<file path="src/rtl/eddsa_io_pkg.sv">
// Shared definitions for the EdDSA operand loader and result read-out stages.
// Word ordering defaults live here so both sides of the datapath agree.
package eddsa_io_pkg;

  localparam logic ST_FILL = 1'b0;
  localparam logic ST_HOLD = 1'b1;

  localparam int DEF_R_DATA_WIDTH = 32;
  localparam int DEF_N_REG        = 8;

  typedef enum logic {
    S_FILL = ST_FILL,
    S_HOLD = ST_HOLD
  } sipo_state_t;

endpackage

</file>
<file path="src/rtl/sipo_loader_if.sv">
// Host-side write bus and core-side parallel operand bundle for sipo_loader.
// The host/bench uses the master modport, the loader uses the slave modport.
interface sipo_loader_if #(
  parameter int R_DATA_WIDTH = eddsa_io_pkg::DEF_R_DATA_WIDTH,
  parameter int N_REG        = eddsa_io_pkg::DEF_N_REG,
  parameter int N_REG_BITS   = $clog2(N_REG)
) ();

  logic                          write;
  logic [N_REG_BITS-1:0]         addr;
  logic [R_DATA_WIDTH-1:0]       din;
  logic                          clear;
  logic                          ack;
  logic [R_DATA_WIDTH*N_REG-1:0] dout;
  logic [N_REG-1:0]              loaded;
  logic                          dout_valid;
  logic                          load_done;
  logic                          wr_err;

  modport master (
    output write, addr, din, clear, ack,
    input  dout, loaded, dout_valid, load_done, wr_err
  );

  modport slave (
    input  write, addr, din, clear, ack,
    output dout, loaded, dout_valid, load_done, wr_err
  );

endinterface

</file>
<file path="src/rtl/sipo_loader.sv">
// Serial-in/parallel-out operand loader: fills an N_REG-word bank, then holds it until ack.
// Define SIPO_AUTOINC_EN to replace addressed writes with an internal wrapping write pointer.
module sipo_loader
  import eddsa_io_pkg::*;
#(
  parameter int R_DATA_WIDTH = DEF_R_DATA_WIDTH,
  parameter int N_REG        = DEF_N_REG,
  parameter int N_REG_BITS   = $clog2(N_REG)
) (
  input logic          clk,
  input logic          rst,
  sipo_loader_if.slave bus
);

  sipo_state_t             r_state, w_state_next;
  logic [R_DATA_WIDTH-1:0] r_bank [N_REG];
  logic [N_REG-1:0]        r_loaded, w_loaded_next;
  logic                    r_load_done, w_load_done_next;
  logic                    r_wr_err, w_wr_err_next;
  logic                    w_we;
  logic [N_REG_BITS-1:0]   w_idx;
  logic                    w_idx_ok;
  logic [N_REG-1:0]        w_onehot;
  wire  [R_DATA_WIDTH*N_REG-1:0] w_dout;

`ifdef SIPO_AUTOINC_EN
  logic [N_REG_BITS-1:0] r_wr_ptr, w_wr_ptr_next;

  assign w_idx = r_wr_ptr;

  always_ff @(posedge clk or posedge rst) begin
    if (rst) r_wr_ptr <= '0;
    else     r_wr_ptr <= w_wr_ptr_next;
  end
`else
  assign w_idx = bus.addr;
`endif

  // Widened compare: only false when N_REG is not a power of two.
  assign w_idx_ok = ({1'b0, w_idx} < (N_REG_BITS+1)'(N_REG));
  assign w_onehot = N_REG'(1) << w_idx;

  always_comb begin
    w_state_next     = r_state;
    w_loaded_next    = r_loaded;
    w_load_done_next = 1'b0;
    w_wr_err_next    = r_wr_err;
    w_we             = 1'b0;
`ifdef SIPO_AUTOINC_EN
    w_wr_ptr_next    = r_wr_ptr;
`endif
    if (bus.clear) begin
      w_state_next  = S_FILL;
      w_loaded_next = '0;
      w_wr_err_next = 1'b0;
`ifdef SIPO_AUTOINC_EN
      w_wr_ptr_next = '0;
`endif
    end else begin
      case (r_state)
        S_FILL: begin
          if (bus.write) begin
            if (w_idx_ok) begin
              w_we          = 1'b1;
              w_loaded_next = r_loaded | w_onehot;
`ifdef SIPO_AUTOINC_EN
              w_wr_ptr_next = (r_wr_ptr == N_REG_BITS'(N_REG-1)) ? '0 : r_wr_ptr + 1'b1;
`endif
              if (&(r_loaded | w_onehot)) begin
                w_state_next     = S_HOLD;
                w_load_done_next = 1'b1;
              end
            end else begin
              w_wr_err_next = 1'b1;
            end
          end
        end
        S_HOLD: begin
          if (bus.write) w_wr_err_next = 1'b1;
          if (bus.ack) begin
            w_state_next  = S_FILL;
            w_loaded_next = '0;
`ifdef SIPO_AUTOINC_EN
            w_wr_ptr_next = '0;
`endif
          end
        end
        default: w_state_next = S_FILL;
      endcase
    end
  end

  always_ff @(posedge clk or posedge rst) begin
    if (rst) begin
      r_state     <= S_FILL;
      r_loaded    <= '0;
      r_load_done <= 1'b0;
      r_wr_err    <= 1'b0;
    end else begin
      r_state     <= w_state_next;
      r_loaded    <= w_loaded_next;
      r_load_done <= w_load_done_next;
      r_wr_err    <= w_wr_err_next;
    end
  end

  always_ff @(posedge clk or posedge rst) begin
    if (rst) begin
      for (int i = 0; i < N_REG; i++) r_bank[i] <= '0;
    end else if (w_we) begin
      r_bank[w_idx] <= bus.din;
    end
  end

  genvar gi;
  generate
    for (gi = 0; gi < N_REG; gi++) begin : g_dout
      assign w_dout[R_DATA_WIDTH*gi +: R_DATA_WIDTH] = r_bank[gi];
    end
  endgenerate

  assign bus.dout       = w_dout;
  assign bus.loaded     = r_loaded;
  assign bus.dout_valid = (r_state == S_HOLD);
  assign bus.load_done  = r_load_done;
  assign bus.wr_err     = r_wr_err;

endmodule

</file>
<file path="src/flat_wrapper.sv">
// flat-port wrapper written by rule: the top's interface ports become plain ports
module sipo_loader_flat import eddsa_io_pkg::*;
#(
  parameter int R_DATA_WIDTH = DEF_R_DATA_WIDTH,
  parameter int N_REG        = DEF_N_REG,
  parameter int N_REG_BITS   = $clog2(N_REG)
)
  (clk, rst, bus_write, bus_addr, bus_din, bus_clear, bus_ack, bus_dout, bus_loaded, bus_dout_valid, bus_load_done, bus_wr_err);
  sipo_loader_if #(.R_DATA_WIDTH(R_DATA_WIDTH), .N_REG(N_REG), .N_REG_BITS(N_REG_BITS)) bus_i ();
  input logic clk;
  input logic rst;
  input wire logic [$bits(bus_i.write)-1:0] bus_write;
  input wire logic [$bits(bus_i.addr)-1:0] bus_addr;
  input wire logic [$bits(bus_i.din)-1:0] bus_din;
  input wire logic [$bits(bus_i.clear)-1:0] bus_clear;
  input wire logic [$bits(bus_i.ack)-1:0] bus_ack;
  output wire logic [$bits(bus_i.dout)-1:0] bus_dout;
  output wire logic [$bits(bus_i.loaded)-1:0] bus_loaded;
  output wire logic [$bits(bus_i.dout_valid)-1:0] bus_dout_valid;
  output wire logic [$bits(bus_i.load_done)-1:0] bus_load_done;
  output wire logic [$bits(bus_i.wr_err)-1:0] bus_wr_err;
  assign bus_i.write = bus_write;
  assign bus_i.addr = bus_addr;
  assign bus_i.din = bus_din;
  assign bus_i.clear = bus_clear;
  assign bus_i.ack = bus_ack;
  assign bus_dout = bus_i.dout;
  assign bus_loaded = bus_i.loaded;
  assign bus_dout_valid = bus_i.dout_valid;
  assign bus_load_done = bus_i.load_done;
  assign bus_wr_err = bus_i.wr_err;
  sipo_loader #(.R_DATA_WIDTH(R_DATA_WIDTH), .N_REG(N_REG), .N_REG_BITS(N_REG_BITS)) u_core (.clk(clk), .rst(rst), .bus(bus_i));
endmodule
</file>
<file path="config.mk">
export PLATFORM = sky130hd
export DESIGN_NAME = sipo_loader_flat
export DESIGN_NICKNAME = d
export VERILOG_FILES = /design/src/rtl/eddsa_io_pkg.sv /design/src/rtl/sipo_loader_if.sv /design/src/rtl/sipo_loader.sv /design/src/flat_wrapper.sv
export SDC_FILE = /design/constraint.sdc
export NUM_CORES = 1
export LEC_CHECK = 0
export CAP_MARGIN = 20
export CORE_UTILIZATION = 45
export DETAILED_ROUTE_END_ITERATION = 6
export PLACE_DENSITY = 0.87
export SLEW_MARGIN = 30
export SYNTH_ARGS = -nofsm -noshare
export SYNTH_HDL_FRONTEND = slang
export SYNTH_SLANG_ARGS = --single-unit
</file>
<file path="constraint.sdc">
create_clock -name clk -period 23.2 [get_ports clk]
set_input_delay 2.32 -clock clk [delete_from_list [all_inputs] [get_ports clk]]
set_output_delay 2.32 -clock clk [all_outputs]
set_load 0.03 [all_outputs]
</file>
[After elaboration in Yosys (flattened, before gate mapping)]
Cells that the tools add are included.
Cells by class
  mux-type cells: 20
  shifts and indexed selects: 1
  equality and inequality tests: 4
  bitwise operators: 3
  magnitude comparators: 2
  reduce and logical (&&, ||, !) cells: 4
Operators by type and width (count)
  $bwmux 256: 1
  $demux 32 s3: 1
  $mux 32: 1
  $mux 8: 3
  $pmux 8 s2: 1
  $mux 1: 12
  $ne 3x3->1 const B: 3
  $or 8x8->8: 1
  $reduce_and 8->1: 1
  $shl 1x3->8 const A: 1
  $ge 4x4->1 const B: 1
  $lt 4x1->1 const B: 1
  $not 3->4: 1
  $reduce_and 2->1: 2
  $ne 2x2->1 const B: 1
  $pmux 1 s2: 1
  $logic_and 1x1->1: 1
  $not 1->1: 1
Storage, ports and cells
  input bits: 40
  word-level logic and storage cells: 46
  output and inout port bits: 267
  flip-flop bits (word level): 267

[Longest topological paths before layout]
Gate-level depths: netlist of the first run.
  depth after elaboration: 7
  mapped depth: 6
  gate-level depth less buffers: 4

[Least setup slack after synthesis of the first run]
No wires, ideal clock.
  kind: input -> register
  start: input bus_addr[1]
  end: register u_core.r_bank, in the netlist u_core.bus.dout[72]
  required time: 23.075 ns
  arrival: 3.486 ns
  path buffers: 3
  cell stages on the path: 6
  path slack: 19.589 ns
  library setup time: 0.125 ns
  cells stage by stage: buf_2 -> nand3_1 -> or3_1 -> buf_2 -> buf_6 -> mux2_4
On the way
  word-level cells in the longest chain between the ends: 6
  elaborated cells between the ends (all ways): 7
  classes of those cells: order compare (2); mux (3); bitwise (1); reduce/logical (1)
Ends and longest elaborated chain
  from (decl): RTL line flat_wrapper.sv:13  | input wire logic [$bits(bus_i.addr)-1:0] bus_addr;
  $not 3->4 (not written as such) *: RTL line sipo_loader.sv:111  | r_bank[w_idx] <= bus.din;
  $ge 4x4->1 (not written as such) or $lt 4x1->1 (tied branches): RTL line sipo_loader.sv:111
  $logic_and 1x1->1 (not written as such): RTL line sipo_loader.sv:111
  $mux 32 (not written as such): RTL line sipo_loader.sv:111
  $demux 32 s3 *: RTL line sipo_loader.sv:111
  $bwmux 256 *: RTL line sipo_loader.sv:111
  to (signal, indexed assignment): RTL line sipo_loader.sv:111
  to (decl): RTL line sipo_loader.sv:16  | logic [R_DATA_WIDTH-1:0] r_bank [N_REG];
Mark *: on every way between the ends. The rest lies on a longest branch, timed or not.
A chain may end at the register's enable or synchronous reset.

[Final worst setup path of the first run]
  start: input bus_addr[1]
  end: register u_core.r_bank, in the netlist u_core.bus.dout[7]
Same word-level chain as after synthesis.

==> results.toml, run 1 <==
[timing]
setup_violations = 0
max_slew_margin_pct = 49.1
slew_violations = 0
finClkSkew_ns = 0.00424
fin_tns_setup_ns = 0
worst_slew_pin_slew_ns = 0.764
finalCritPeriodShare_pct = 18.9
hold_viol_final = 0
period_needed_ns = 4.38
rsz0062_at_grt = "no"
fmax_ghz = 0.228

[worst_setup_path]
crit_chain = "clkdlybuf4s50_1 > nand3b_1 > or3_2 > buf_4 > mux2_4"
path_max_fanout = 18
arrival_ns = 4.79
r2r_slack_ns = 20.76
reg2reg_to = "u_core.bus.dout[7]"
crit_slowest_cell = "or3_2"
slowest_delay_ns = 0.77
reg2reg_depth = 5
required_ns = 23.60
cp-end-kind = "flop"
r2r-start = "u_core.bus.dout_valid"
crit_buf_inv = 2
cpLargestDelayFamily = "simple AND/OR/NAND/NOR gates"
critPathKind = "input pin to flop"
cp-start-kind = "input pin"

[synthesis]
ys_types = 29
synth-seq-cells = 267
avgSynthCellArea_um2 = 17.1
synth_area_um2 = 10200
synthCells = 600
ys_warn_count = 0
synth_nets = 640
ys_seq_area_share_pct = 65.3

[placed_design]
gp_congestion = 0.792
dp.final_hpwl_um = 17500
dpl-instance-area_um2 = 13600
portBuffers = 306

[routing]
wl_per_cell_um = 22.1
drc_errors = 20
firstDrtPassIters = 6
antenna_left = 0
via_per_inst = 5.28
drt_iter0_drc = 254
drt_wl_total_um = 26600
via_count = 6373

[layout]
antenna_cells = 0
nFillCells = 1523
final_nets = 954
area_growth_syn_to_layout_pct = 40.2
design_area_um2 = 14300
drive_above_1_share_pct = 32.0

[clocking]
cts_hold_buf = 0
numCtsBuffers = 27
cts_tree = "yes"
cts_resized = 0
clock-sinks = 267
cts_htree_levels = 1
ctsLongestPathBuffers = 3
post_cts_buffers = 0
path_clk_slew_ns = 0.06
clock_latency_ns = 0.52
cts_root_buf = "clkbuf_16"

[global_route]
globalRoute.totalOverflow = 0
grt_pass1_wl_um = 41600
antenna_found_initial = 0
use_met3_pct = 5.77
track_usage_pct = 23.1
use_met2_pct = 40.0
grtUsageMet1_pct = 28.0
grt_pass1_vias = 6934
busiest_layer = "met2"
grt_max_degree = 110

[die]
initial_core_util_pct = 46.5
die_w_um = 153
die_h_um = 153
dieArea_um2 = 23300
fp-row-count = 54
core-area_um2 = 22000
pin_count = 307

[power_and_ir_drop]
power_density_nw_per_um2 = 112
p_leak_nw = 6.37
ir_worst_vdd_mv = 0.0657

[min_path]
hp-start = "u_core.bus.dout[71]"
min_to = "u_core.bus.dout[71]"
whs_path_depth = 1
worstHoldPathType = "flop to flop"

[flow_run]
cap_violations = 0

[outcome]
outcome = "finished, violations left"
violations = "DRC"
==> flip-flops by register name (all words and copies together) (netlist names) <==
signal                 count
u_core.bus.loaded          8
u_core.bus.dout_valid      1
u_core.bus.load_done       1
u_core.bus.dout          256
u_core.bus.wr_err          1
==> Yosys cell counts <==
master       n  area, um2
nor2_2       1       6.26
o21ai_0      1       5.00
a21o_1       1       7.51
nor2b_1      4       25.0
or3_1        2       12.5
o21a_1       1       7.51
nor4b_2      1       15.0
or3b_2       1       8.76
mux2_2     199       2240
nand3b_1     2       15.0
a22oi_1      2       15.0
nor2_1       3       11.3
buf_6        6       67.6
a21oi_1      4       20.0
nand2_1      4       15.0
a2bb2oi_1    1       8.76
mux2i_1      1       10.0
a21boi_0     4       30.0
dfrtp_1    267       6680
buf_2       22        110
mux2_1       9        101
o31ai_1      2       15.0
a31oi_1      1       6.26
nand4_1      3       18.8
inv_1        5       18.8
nor3_1       2       10.0
mux2_4      49        736
nand3_1      1       5.00
o32ai_1      1       8.76
==> layout make-up <==
type                       count  area [um2]  area share [%]
inverter                       5        26.3           0.183
sequential                   267        6680            46.6
tap                          280         350            2.44
clock buffer                  39         741            5.16
timing repair buffer         313        3120            21.8
multi-input combinational    300        3390            23.6
clock inverter                 2        35.0           0.244
==> logic make-up after synthesis <==
group | after synthesis | synth area share (%)
AO/OA/AOI/OAI | 18 | 1.21
buffers and inverters | 33 | 1.92
flip-flops | 267 | 65.3
AND/OR/NAND/NOR | 24 | 1.39
multiplexers | 258 | 30.2
==> cell usage in the layout (no fill, tap or decap), types with 2 or more instances in the layout <==
cell type / instances
nand2_1: 2
clkbuf_16: 27
a21oi_1: 4
nor2_4: 2
a21boi_0: 4
buf_6: 2
nand2_4: 2
mux2_1: 9
clkbuf_8: 2
o31ai_1: 2
buf_4: 5
nand4_1: 3
a22oi_1: 2
clkdlybuf4s50_1: 306
nand3b_1: 2
mux2_2: 199
clkbuf_1: 10
dfrtp_1: 267
nor2b_1: 4
mux2_4: 49
nor3_1: 2
inv_1: 4
==> how the worst max path moves through the flow <==
stage          slack, ns  cells past startpoint                  end   startpoint
2_1_floorplan      13.53                      1   u_core.bus.dout[0]          rst
3_3_place_gp       17.72                      4  u_core.bus.dout[49]          rst
3_5_place_dp       18.02                      4  u_core.bus.dout[49]          rst
4_1_cts            18.58                      4  u_core.bus.dout[81]          rst
5_1_grt            18.54                      4  u_core.bus.dout[76]          rst
6_report           18.82                      5   u_core.bus.dout[7]  bus_addr[1]
==> worst reg2reg max path, cell delays in order (launching register included) <==
cell	delay (ns)
dfrtp_1	0.46
nor2_2	0.18
nand3b_1	0.16
or3_2	0.77
buf_4	0.39
mux2_4	0.35
==> layer usage <==
layer	vias up	routed length [um]
li1	2767	-
met1	3316	10500
met2	234	13400
met3	56	1980
met4	0	754
met5	-	0
==> power by group <==
part | internal, mW | switching (mW) | total [mW]
Sequential | 0.570 | 0.0587 | 0.629
Combinational | 0.265 | 0.323 | 0.588
Clock | 0.229 | 0.168 | 0.397
==> stage by stage <==
step	utilization [%]	setup WS [ns]	instances	hold WS, ns	total power [mW]
6_report	65.1	18.82	1206	0.495	1.61
2_1_floorplan	-	13.53	600	0.662	0.951
3_3_place_gp	61.5	17.72	1165	0.473	1.21
3_5_place_dp	61.6	18.02	1165	0.481	1.22
5_1_grt	65.1	18.54	1206	0.509	1.67
4_1_cts	65.1	18.58	1206	0.501	1.63
No activity file was read; power rests on OpenSTA's default activity.
==> run 2, diff against run 1 <==
- CORE_UTILIZATION: 45 -> 43
- clock period: 23.2 -> 3.8 ns (I/O delays scaled with it)
==> results.toml, run 2 (synthesis gave the netlist of run 1 again) <==
[worst_setup_path]
reg2reg_to = "u_core.bus.dout[54]"
critPathKind = "input pin to flop"
r2r-start = "u_core.bus.dout_valid"
r2r_slack_ns = 1.50
cp-start-kind = "input pin"
reg2reg_depth = 4
crit_buf_inv = 2
slowest_delay_ns = 0.63
crit_chain = "clkdlybuf4s50_1 > nor4b_2 > nand2_2 > buf_4 > mux2_2"
cp-end-kind = "flop"
crit_slowest_cell = "clkdlybuf4s50_1"
cpLargestDelayFamily = "simple AND/OR/NAND/NOR gates"
startpoint = "bus_addr[1]"
path_max_fanout = 19
required_ns = 4.21
arrival_ns = 2.74

[clocking]
clock_latency_ns = 0.52
cts_resized = 0
post_cts_buffers = 0
numCtsBuffers = 27
ctsLongestPathBuffers = 3
path_clk_slew_ns = 0.06
cts_tree = "yes"
cts_htree_levels = 1
clock-sinks = 267
cts_root_buf = "clkbuf_16"
cts_hold_buf = 0

[global_route]
track_usage_pct = 21.6
globalRoute.totalOverflow = 0
grt_pass1_wl_um = 40300
grt_max_degree = 82
grt_pass1_vias = 6867
antenna_found_initial = 0

[power_and_ir_drop]
clockPowerShare_pct = 25.6
seqPwrFrac_pct = 38.5
power_density_nw_per_um2 = 683
combPwrFrac_pct = 36.0
switchingPower_mw = 3.38
internal_power_mw = 6.59
ir_worst_vdd_mv = 0.444
p_leak_nw = 6.43
switching_share_pct = 33.9

[die]
die_h_um = 156
die_w_um = 156
pin_count = 307
dieArea_um2 = 24400
initial_core_util_pct = 43.7
core-area_um2 = 23400
fp-row-count = 56

[routing]
drc_errors = 0
top_layer = "met4"
via_per_inst = 5.02
wl_met3_um = 2070
drt_iter0_drc = 151
wl_met1_um = 10500
wl_per_cell_um = 20.8
antenna_left = 0
drt_wl_total_um = 26200
via_count = 6306
firstDrtPassIters = 4
wl_met2_um = 12800

[placed_design]
pre_cts_ws_ns = 0.933
place_inst = 1210
gp_congestion = 0.773
portBuffers = 306
dp.final_hpwl_um = 18000

[outcome]
outcome = "completed"

[min_path]
worstHoldPathType = "input pin to asynchronous set/reset pin"

[timing]
finClkSkew_ns = 0.00620
hold_viol_final = 0
period_needed_ns = 2.34
max_slew_margin_pct = 46.7
finalCritPeriodShare_pct = 61.5
rsz0062_at_grt = "no"
setup_ws_ns = 1.46
fmax_ghz = 0.428
fin_tns_setup_ns = 0
slew_violations = 0
worst_slew_pin_slew_ns = 0.798
setup_violations = 0

[flow_run]
cap_violations = 0

[layout]
antenna_cells = 0
largest_reg_flops = 256
final_cells = 1257
layout_commonest_cell = "clkdlybuf4s50_1"
nFillCells = 1736
final_nets = 960
area_growth_syn_to_layout_pct = 42.5
drive_above_1_share_pct = 33.3
final_cell_mix = "306 x clkdlybuf4s50_1, 267 x dfrtp_1, 199 x mux2_2"
## run 2: worst max path at each step
| stage | end | slack [ns] | cells past startpoint |
|---|---|---|---|
| 2_1_floorplan | u_core.bus.dout[0] | -0.11 | 1 |
| 3_3_place_gp | u_core.bus.dout[17] | 0.96 | 4 |
| 3_5_place_dp | u_core.bus.dout[54] | 0.93 | 5 |
| 4_1_cts | u_core.bus.dout[52] | 1.49 | 5 |
| 5_1_grt | u_core.bus.dout[54] | 1.35 | 5 |
| 6_report | u_core.bus.dout[54] | 1.46 | 5 |
## run 2: stage by stage
step	area [um2]	hold WS [ns]	util [%]	power, mW
floorplan	10200	0.446	-	5.81
global placement	13700	0.475	58.7	7.38
detailed placement	13700	0.482	58.7	7.47
CTS	14600	0.356	62.3	10.1
global route	14600	0.420	62.3	10.3
finish	14600	0.352	62.3	9.96
## run 2: layer usage
layer  global-route usage [%]  vias to the layer above
met5                        0                        -
met4                     7.00                        0
li1                         -                     2779
met1                     26.1                     3234
met3                     6.40                       57
met2                     36.8                      236
## run 2: layout make-up
type / instances / area (um2) / area share, %
Multi-Input combinational cell: 300 / 3380 / 23.2
Sequential cell: 267 / 6680 / 45.8
Tap cell: 319 / 399 / 2.74
Clock inverter: 12 / 121 / 0.832
Clock buffer: 35 / 726 / 4.98
Inverter: 5 / 22.5 / 0.154
Timing Repair Buffer: 319 / 3250 / 22.3
## run 2: power groups by stage
stage          Clock (mW)  Sequential, mW  Combinational (mW)
2_1_floorplan           0            5.12               0.687
3_3_place_gp            0            3.83                3.54
3_5_place_dp            0            3.88                3.60
4_1_cts              2.61            3.83                3.61
5_1_grt              2.71            3.91                3.73
6_report             2.55            3.83                3.58
